<file path="src/rtl/i3c_daa_seq_pkg.sv">
// Shared state encoding and bit-position counter constants for the I3C ENTDAA sequencer.
package i3c_daa_seq_pkg;

    typedef enum logic [2:0] {
        ST_IDLE  = 3'd0,
        ST_ARMED = 3'd1,
        ST_ID    = 3'd2,
        ST_DA    = 3'd3,
        ST_ACK   = 3'd4,
        ST_WAIT  = 3'd5,
        ST_DONE  = 3'd6
    } state_e;

    // id64_cnt landmarks: bit 6 set marks the 64-bit ID phase, clear marks DA/ACK.
    localparam logic [6:0] CNT_ID_FIRST  = 7'h7F;
    localparam logic [6:0] CNT_ID_LAST   = 7'h40;
    localparam logic [6:0] CNT_DA_FIRST  = 7'h0F;
    localparam logic [6:0] CNT_DA_PARITY = 7'h08;
    localparam logic [6:0] CNT_ACK       = 7'h07;

    function automatic logic is_active(input state_e s);
        return (s == ST_ID) || (s == ST_DA) || (s == ST_ACK);
    endfunction

endpackage

</file>
<file path="src/rtl/i3c_daa_seq.sv">
// ENTDAA participation sequencer: arbitrates the 64-bit ID on SCL, receives the dynamic
// address and parity, then reports win, loss or retry with a saturating attempt counter.
module i3c_daa_seq
    import i3c_daa_seq_pkg::*;
#(
    parameter logic [3:0] RETRY_MAX = 4'd15
) (
    input  logic       clk_SCL,
    input  logic       RST,
    input  logic       ccc_entdaa,
    input  logic       hdr_7e_ack,
    input  logic       restart_det,
    input  logic       stop_det,
    input  logic       pin_SDA_in,
    input  logic       drv_bit,
    input  logic       has_da,
    input  logic       parity_ok,
    output logic       daa_active,
    output logic [6:0] id64_cnt,
    output logic       daa_lost,
    output logic       daa_won,
    output logic       daa_retry,
    output logic [3:0] retry_cnt,
    output logic [2:0] seq_state
);

    state_e     state_q, state_d;
    logic [6:0] cnt_q, cnt_d;
    logic [3:0] retry_q, retry_d;
    logic       active_q, active_d;
    logic       lost_q, lost_d;
    logic       won_q, won_d;
    logic       rtry_q, rtry_d;
    // Set by reset or P while ENTDAA is still flagged; only a fresh ENTDAA may re-arm.
    logic       blk_q, blk_d;

    function automatic logic [3:0] sat_inc(input logic [3:0] v);
        return (v >= RETRY_MAX) ? RETRY_MAX : v + 4'd1;
    endfunction

    always_comb begin
        state_d = state_q;
        cnt_d   = cnt_q;
        retry_d = retry_q;
        lost_d  = 1'b0;
        won_d   = 1'b0;
        rtry_d  = 1'b0;
        blk_d   = (blk_q | stop_det) & ccc_entdaa;

        if (stop_det || !ccc_entdaa) begin
            state_d = ST_IDLE;
            cnt_d   = 7'h00;
        end else begin
            case (state_q)
                ST_IDLE: begin
                    if (!has_da && !blk_q) begin
                        state_d = ST_ARMED;
                        retry_d = 4'd0;
                    end
                end
                ST_ARMED: begin
                    if (hdr_7e_ack) begin
                        state_d = ST_ID;
                        cnt_d   = CNT_ID_FIRST;
                    end
                end
                ST_ID: begin
                    if (restart_det) begin
                        state_d = ST_ARMED;
                        cnt_d   = 7'h00;
                    end else if (!pin_SDA_in && drv_bit) begin
                        state_d = ST_WAIT;
                        cnt_d   = 7'h00;
                        lost_d  = 1'b1;
                        retry_d = sat_inc(retry_q);
                    end else if (cnt_q == CNT_ID_LAST) begin
                        state_d = ST_DA;
                        cnt_d   = CNT_DA_FIRST;
                    end else begin
                        cnt_d   = cnt_q - 7'd1;
                    end
                end
                ST_DA: begin
                    if (restart_det) begin
                        state_d = ST_ARMED;
                        cnt_d   = 7'h00;
                    end else if (cnt_q == CNT_DA_PARITY) begin
                        state_d = ST_ACK;
                        cnt_d   = CNT_ACK;
                    end else begin
                        cnt_d   = cnt_q - 7'd1;
                    end
                end
                ST_ACK: begin
                    cnt_d = 7'h00;
                    if (parity_ok) begin
                        state_d = ST_DONE;
                        won_d   = 1'b1;
                    end else begin
                        state_d = ST_ARMED;
                        rtry_d  = 1'b1;
                        retry_d = sat_inc(retry_q);
                    end
                end
                ST_WAIT: begin
                    if (restart_det) begin
                        state_d = ST_ARMED;
                    end
                end
                ST_DONE: begin
                    state_d = ST_DONE;
                end
                default: begin
                    state_d = ST_IDLE;
                    cnt_d   = 7'h00;
                end
            endcase
        end

        active_d = is_active(state_d);
    end

    always_ff @(posedge clk_SCL) begin
        if (RST) begin
            state_q  <= ST_IDLE;
            cnt_q    <= 7'h00;
            retry_q  <= 4'd0;
            active_q <= 1'b0;
            lost_q   <= 1'b0;
            won_q    <= 1'b0;
            rtry_q   <= 1'b0;
            blk_q    <= 1'b1;
        end else begin
            state_q  <= state_d;
            cnt_q    <= cnt_d;
            retry_q  <= retry_d;
            active_q <= active_d;
            lost_q   <= lost_d;
            won_q    <= won_d;
            rtry_q   <= rtry_d;
            blk_q    <= blk_d;
        end
    end

    assign daa_active = active_q;
    assign id64_cnt   = cnt_q;
    assign daa_lost   = lost_q;
    assign daa_won    = won_q;
    assign daa_retry  = rtry_q;
    assign retry_cnt  = retry_q;
    assign seq_state  = state_q;

endmodule

</file>
<file path="config.mk">
export PLATFORM = sky130hd
export DESIGN_NAME = i3c_daa_seq
export DESIGN_NICKNAME = d
export VERILOG_FILES = /design/src/rtl/i3c_daa_seq_pkg.sv /design/src/rtl/i3c_daa_seq.sv
export SDC_FILE = /design/constraint.sdc
export NUM_CORES = 1
export LEC_CHECK = 0
export ABC_AREA = 1
export ABC_CLOCK_PERIOD_IN_PS = 3600
export CAP_MARGIN = 30
export CORE_MARGIN = 2
export CORE_UTILIZATION = 54
export DETAILED_ROUTE_END_ITERATION = 7
export PLACE_DENSITY = 0.84
export SYNTH_ARGS = -nofsm -noshare
export SYNTH_HDL_FRONTEND = slang
export SYNTH_SLANG_ARGS = --single-unit
export TNS_END_PERCENT = 30
</file>
<file path="constraint.sdc">
create_clock -name clk_SCL -period 3.6 [get_ports clk_SCL]
set_input_delay 0.9 -clock clk_SCL [delete_from_list [all_inputs] [get_ports clk_SCL]]
set_output_delay 0.9 -clock clk_SCL [all_outputs]
set_load 0.05 [all_outputs]
</file>
==> impl_results.md, run 1 <==
* CP top delay family: buffers and inverters
* Layout Nets at 242
* TritonCTS Buffers at 3
* Worst Setup Path Type: reg2out
* DRC at 0
* I/O pins at 28
* Critical R2R Launch: seq_state[2]
* Routability cong. at 0.833
* CTS tree: yes
* Syn avg cell area at 6.75 sq um
* Max Slew Vio Count at 0
* Run status: finished clean
* Multiplexer share of the synthesized area at 0%
* Initial antenna violation count at 0
* Main combinational cell family by area after synthesis: simple AND/OR/NAND/NOR gates
* WHS Endpoint: id64_cnt[1]
* Clk_lat worst skew at a little over 300 ps
* Yosys top cell area share at 28.3%
* CP peak stage delay at 890 ps
* Worst Path Arrival at 1810 ps
* Max-Cap Viols at 0
* Final period utilization at 75.3%
* Vias at 1397
* Post-route ant nets at 0
* R2r worst-path depth at 9
* Layout cell share with drive strength beyond 1 at 18.0%
* Min Clock Period, post-route at 2710 ps
* Starting density of the core at 55.7%
* Total power per unit cell area at 223 nW/um^2
* Crit-path cells: clkdlybuf4s50_1
* Pin count of the biggest net entering global routing at 12
* Number of flops mapped to enable cells by yosys at 0
* Reg2Reg Setup Slack at between 2000 and 2500 ps
* Post-synthesis compound-gate area fraction at between 10% and 20%
* Die width at 53.9 microns
* Final TNS setup at 0 ps
* CP Max Fanout at 11
* CP max-delay cell: clkdlybuf4s50_1
* Min-delay src: id64_cnt[1]
* Clock Pin Slew Worst Setup and Hold Paths at 110 ps
* Final WL at 3100 microns
* Fmax at 369 MHz
* ANT cells at 0
* Worst min-delay path class: reg2reg
* Static Leak at 0.714 nW
* Post-CTS sizing at 0
* Non-Filler Instances at 258
* GRT Residual Overflow at 0
* Area Growth Syn to Fin at 23.9%
* Mapped cell area at approximately 1300 sq um
* DRT Pass-1 Iters at 5
* CTS Hold Bufs at 0
* Die Ht at 53.9 microns
* Leading area contributor after synthesis: dfxtp_1
* Synthesized instance count at approximately 200
* Root Driver: clkbuf_4
* Sequential element share of the synthesized area at 28.3%
* Slew HR at 65.5%
* Synth Net Count at 212
* Htree depth at 1
* First-pass GRT wire length at 4980 microns
* Synthesis-stage register bit count at 19
* Fin. Hold Viols at 0
* Initial DRC Count at 47
* Die area at roughly 2900 sq um
* Post-DR vias/cell at 5.41
* Most frequent cell after synthesis: nand2_1
* # port buffers at 27
* Post-Synth XOR/XNOR Area at 3.26%
* Synth Flop Type: dfxtp_1
* Critical path buffer and inverter count at 1
* Clock tree buffer depth at 2
* Worst EP required at between 2000 and 3000 ps
* Setup Skew at 1.40 ps
* Synth area leaders: dfxtp_1 (28%), nand2_1 (13%), nand3_1 (7.1%), inv_1 (6.7%), nor2_1 (6.2%)
* Vias in the first global route at 1213
* Hold path depth at 2
* RSZ-0062 raised after global routing: false
* Most frequent cells after synthesis: nand2_1 (46), inv_1 (24), nor2_1 (22)
* Final setup violation count at 0
* Setup Fix Bufs, Post-CTS at 0
* DP Wirelength at 2380 microns
* Clk sink count at 19
* YS warnings at 0
* Wire per inst at 12.0 microns
* Worst Tran Pin Value at 517 ps
* Critical path capture point type: output port
* Fill count at 215
* Ys async rst share at 0%
* Total core area at 2410 sq um
* Synthesized-area fraction occupied by and/or/nand/nor cells at 45.1%
* Post-Place Cells at 254
* Startpoint types: register
* Yosys cell types at 32
* Worst vdd ir at 0.000280 V
* Total Routing Usage GR at 23.7%
* # rows at 18
* R2R Path End: retry_cnt[1]
* Post-synthesis adder-cell area fraction at 2.80%
kinds of logic after synthesis:
| group | after synthesis |
|---|---|
| and+or+nand+nor | 121 |
| buffers and inverters | 33 |
| adders and majority gates | 3 |
| AOI/OAI and AO/OA | 18 |
| DFF | 19 |
| xor gates and xnor gates | 5 |
flip-flops by register name, indices dropped and copies added, names as in the netlist:
signal and flops:
id64_cnt 7, daa_retry 1, blk_q 1, daa_won 1, seq_state 3, retry_cnt 4, daa_active 1, daa_lost 1
power by group:
group          internal (W)  switching [W]   total, W
combinational     0.0000176      0.0000249  0.0000424
clock             0.0000416      0.0000721   0.000114
sequential         0.000212     0.00000231   0.000215
total              0.000272      0.0000993   0.000371
final cells by class:
type                    instances  area [sq um]  area share, %
inverters                      31           123           7.37
multi-input cells             147           825           49.6
repair buffers                 27           270           16.3
clock buffers                   3          22.5           1.35
well taps                      30          37.5           2.26
flip-flops and latches         19           380           22.9
clock inverters                 1          5.00          0.301
worst max path at each step:
stage | from | to | slack [ps] | depth (start not counted)
2_1_floorplan | id64_cnt[0] | seq_state[0] | 1870 | 10
3_3_place_gp | ccc_entdaa | daa_active | 1130 | 7
3_5_place_dp | ccc_entdaa | daa_active | 1050 | 7
4_1_cts | seq_state[2] | seq_state[2] | 900 | 1
5_1_grt | seq_state[2] | seq_state[2] | 820 | 1
6_report | seq_state[2] | seq_state[2] | 890 | 1
routing by layer:
layer,up-vias,global-route usage (%),share of wire (%)
met4,0,11.5,2.1
met1,648,29.1,45
li1,696,-,-
met3,7,4.44,5.1
met2,46,39.6,48
met5,-,0,0
per-stage QoR:
step                setup slack, ps  power, W  util (%)  area (sq um)  hold WS (ps)
finish                          889  0.000371      69.0          1660           511
global route                    824  0.000388      69.0          1660           539
CTS                             898  0.000374      69.0          1660           517
detailed placement             1050  0.000261      67.9          1640           498
global placement               1130  0.000261      67.9          1640           492
floorplan                      1870  0.000243         -          1340           471
placed cells by master, fill, tap and decap left out, drive strengths merged, types with 3 or more instances in the layout:
cell type	instances
a21oi	9
clkbuf	3
clkdlybuf4s50	27
dfxtp	19
ha	3
inv	30
nand2	59
nand3	20
nand4	6
nor2	26
nor3	7
o21ai	5
xor2	3
No activity file was read; power rests on OpenSTA's default activity.
==> run 2, diff against run 1 <==
Settings changed: ABC_CLOCK_PERIOD_IN_PS 3600 to 2600, CORE_UTILIZATION 54 to 50, PLACE_DENSITY 0.84 to 0.78.
Clock period 3.6 ns to 2.6 ns, I/O delays scaled along.
==> run 2 against run 1 <==
Against the previous run:
- sequential power grew 38%
- routed wire length grew 2.9%
- die area grew 7.4%
- clock power grew 37%
- largest power group unchanged
==> impl_results.md, run 2 (same netlist as run 1, synthesis figures left out) <==
* Run status: finished clean (unchanged)
* # port buffers at 27 (unchanged)
* R2r worst-path depth at 10 (was 9)
* R2R Path End: seq_state[0] (was retry_cnt[1])
* Starting density of the core at 53.7% (was 55.7%)
* Post-DR vias/cell at 5.47 (was 5.41)
* Worst min-delay path class: reg2reg (unchanged)
* Die width at 55.8 microns (was 53.9 microns)
* GRT Residual Overflow at 0 (unchanged)
* First-pass GRT wire length at 5510 microns (was 4980 microns)
* Final setup violation count at 0 (unchanged)
* Startpoint types: register (unchanged)
* Htree depth at 1 (unchanged)
* Worst Path Arrival at 1820 ps (was 1810 ps)
* Most frequent cells in the layout: nand2_1 (46), clkdlybuf4s50_1 (27), inv_1 (24) (unchanged)
* Post-route ant nets at 0 (unchanged)
* Slew HR at 66.8% (was 65.5%)
* Critical path buffer and inverter count at 1 (unchanged)
* Total Routing Usage GR at 21.8% (was 23.7%)
* Worst EP required at 1950 ps (was 2700 ps)
* CP peak stage delay at 890 ps (about the same)
* Fill count at 231 (was 215)
* Fmax at 405 MHz
* Vias in the first global route at 1296 (was 1213)
* Max Slew Vio Count at 0 (unchanged)
* Area Growth Syn to Fin at 24.3% (was 23.9%)
* Fraction of power consumed by combinational cells at 11.8% (was 11.4%)
* CTS tree: yes (unchanged)
* DRC at 0 (unchanged)
* Clock tree buffer depth at 2 (unchanged)
* Critical path capture point type: output port (unchanged)
* CP Max Fanout at 11 (unchanged)
* Post-CTS sizing at 0 (unchanged)
* Worst vdd ir at 0.000313 V (was 0.000280 V)
* Core Util, Final at 66.8% (was 69.0%)
* Routability cong. at 0.871 (was 0.833)
* Seq pwr share at 57.9% (about the same)
* Root Driver: clkbuf_4 (unchanged)
* CTS Hold Bufs at 0 (unchanged)
* Max-Cap Viols at 0 (unchanged)
* Die area at 3120 sq um (was 2900 sq um)
* Layout cell share with drive strength beyond 1 at 17.9% (was 18.0%)
* Clock share of power at 30.3% (was 30.7%)
* TritonCTS Buffers at 3 (unchanged)
* Final WL at 3190 microns (was 3100 microns)
* WHS Endpoint: id64_cnt[1] (unchanged)
* Total core area at 2500 sq um (was 2410 sq um)
* Wire per inst at 12.3 microns (was 12.0 microns)
* Critical R2R Launch: id64_cnt[0] (was seq_state[2])
* Reg2Reg Setup Slack at 1030 ps (was 2020 ps)
* Setup Fix Bufs, Post-CTS at 0 (unchanged)
* I/O pins at 28 (unchanged)
* Min-delay src: id64_cnt[1] (unchanged)
* Min Clock Period, post-route at roughly 2500 ps
* Layout Nets at 243 (was 242)
* Clk sink count at 19 (unchanged)
* Total power per unit cell area at 307 nW/um^2 (was 223 nW/um^2)
* DP Wirelength at 2480 microns (was 2380 microns)
* Vias at 1417 (was 1397)
* Initial DRC Count at 43 (was 47)
* Net Sw Power at 0.000134 W (was 0.0000993 W)
* DRT Pass-1 Iters at 5 (unchanged)
* Worst Tran Pin Value at 496 ps (was 517 ps)
* Final TNS setup at 0 ps (unchanged)
* Hold path depth at 2 (unchanged)
* Worst Setup Path Type: reg2out (unchanged)
* CP max-delay cell: clkdlybuf4s50_1 (unchanged)
* Setup Skew at 1.50 ps (was 1.40 ps)
* Clock Pin Slew Worst Setup and Hold Paths at 110 ps (about the same)
* Cell internal pwr at 0.000379 W (was 0.000272 W)
* Max reg flops at 7 (unchanged)
* # rows at 18 (unchanged)
* Pin count of the biggest net entering global routing at 12 (unchanged)
* Die Ht at 55.8 microns (was 53.9 microns)
* Static Leak at 0.715 nW (was 0.714 nW)
* Fin. Hold Viols at 0 (unchanged)
* Worst hold slack at 509 ps (was 511 ps)
* ANT cells at 0 (unchanged)
* Crit-path cells: clkdlybuf4s50_1 (unchanged)
* Net Sw Frac at 26.1% (was 26.8%)
* Final period utilization at 95.0%
* Clk_lat worst skew at 300 ps (was 310 ps)
* CP top delay family: buffers and inverters (unchanged)
* Commonest non-fill, non-tap cell in the layout: nand2_1 (unchanged)
* RSZ-0062 raised after global routing: false (unchanged)
* Initial antenna violation count at 0 (unchanged)
run 2: cell types whose count changed in the layout (fill, tap and decap cells not counted):
cell,delta
clkinv_2,-1
buf_4,+1
clkbuf_1,+1
run 2: layout make-up:
type                    count  area, sq um  area share (%)
multi-input cells         147          825            49.4
flip-flops and latches     19          380            22.8
inverters                  31          123            7.35
well taps                  30         37.5            2.25
clock buffers               4         26.3            1.57
repair buffers             28          278            16.6
run 2: power by group through the flow:
stage / registers (W) / logic, W / clock network, W
2_1_floorplan: 0.000311 / 0.0000259 / 0
3_3_place_gp: 0.000304 / 0.0000587 / 0
3_5_place_dp: 0.000304 / 0.0000599 / 0
4_1_cts: 0.000297 / 0.0000603 / 0.000162
5_1_grt: 0.000298 / 0.0000651 / 0.000173
6_report: 0.000297 / 0.0000604 / 0.000156
run 2: worst max-delay path by stage:
stage / from / endpoint / slack [ps] / cells after the start
4_1_cts: seq_state[2] / seq_state[2] / 110 / 1
5_1_grt: seq_state[2] / seq_state[2] / 40 / 1
3_3_place_gp: drv_bit / retry_cnt[0] / 480 / 8
3_5_place_dp: drv_bit / retry_cnt[0] / 470 / 8
6_report: seq_state[2] / seq_state[2] / 130 / 1
2_1_floorplan: id64_cnt[0] / seq_state[0] / 870 / 10
run 2: per-stage QoR:
| stage | instance area (sq um) | std cells | total power [W] | setup WS [ps] |
|---|---|---|---|---|
| 5_1_grt | 1670 | 259 | 0.000535 | 40.8 |
| 3_5_place_dp | 1640 | 255 | 0.000364 | 467 |
| 2_1_floorplan | 1340 | 199 | 0.000336 | 874 |
| 6_report | 1670 | 259 | 0.000513 | 130 |
| 4_1_cts | 1670 | 259 | 0.000520 | 108 |
| 3_3_place_gp | 1640 | 255 | 0.000362 | 481 |
run 2: layer usage:
layer,vias to the layer above,wire length [microns],track usage [%]
li1,701,-,-
met5,-,0,0
met4,0,54,7.14
met2,66,1460,35.7
met1,643,1460,29.0
met3,7,220,3.72
==> run 3, diff against run 2 <==
Settings changed: CAP_MARGIN 30 to not set, CTS_CLUSTER_SIZE set to 16, HOLD_SLACK_MARGIN set to 0.02.
==> results of run 3 <==
No change in the layout: final DEF, timing and power equal those of run 2.
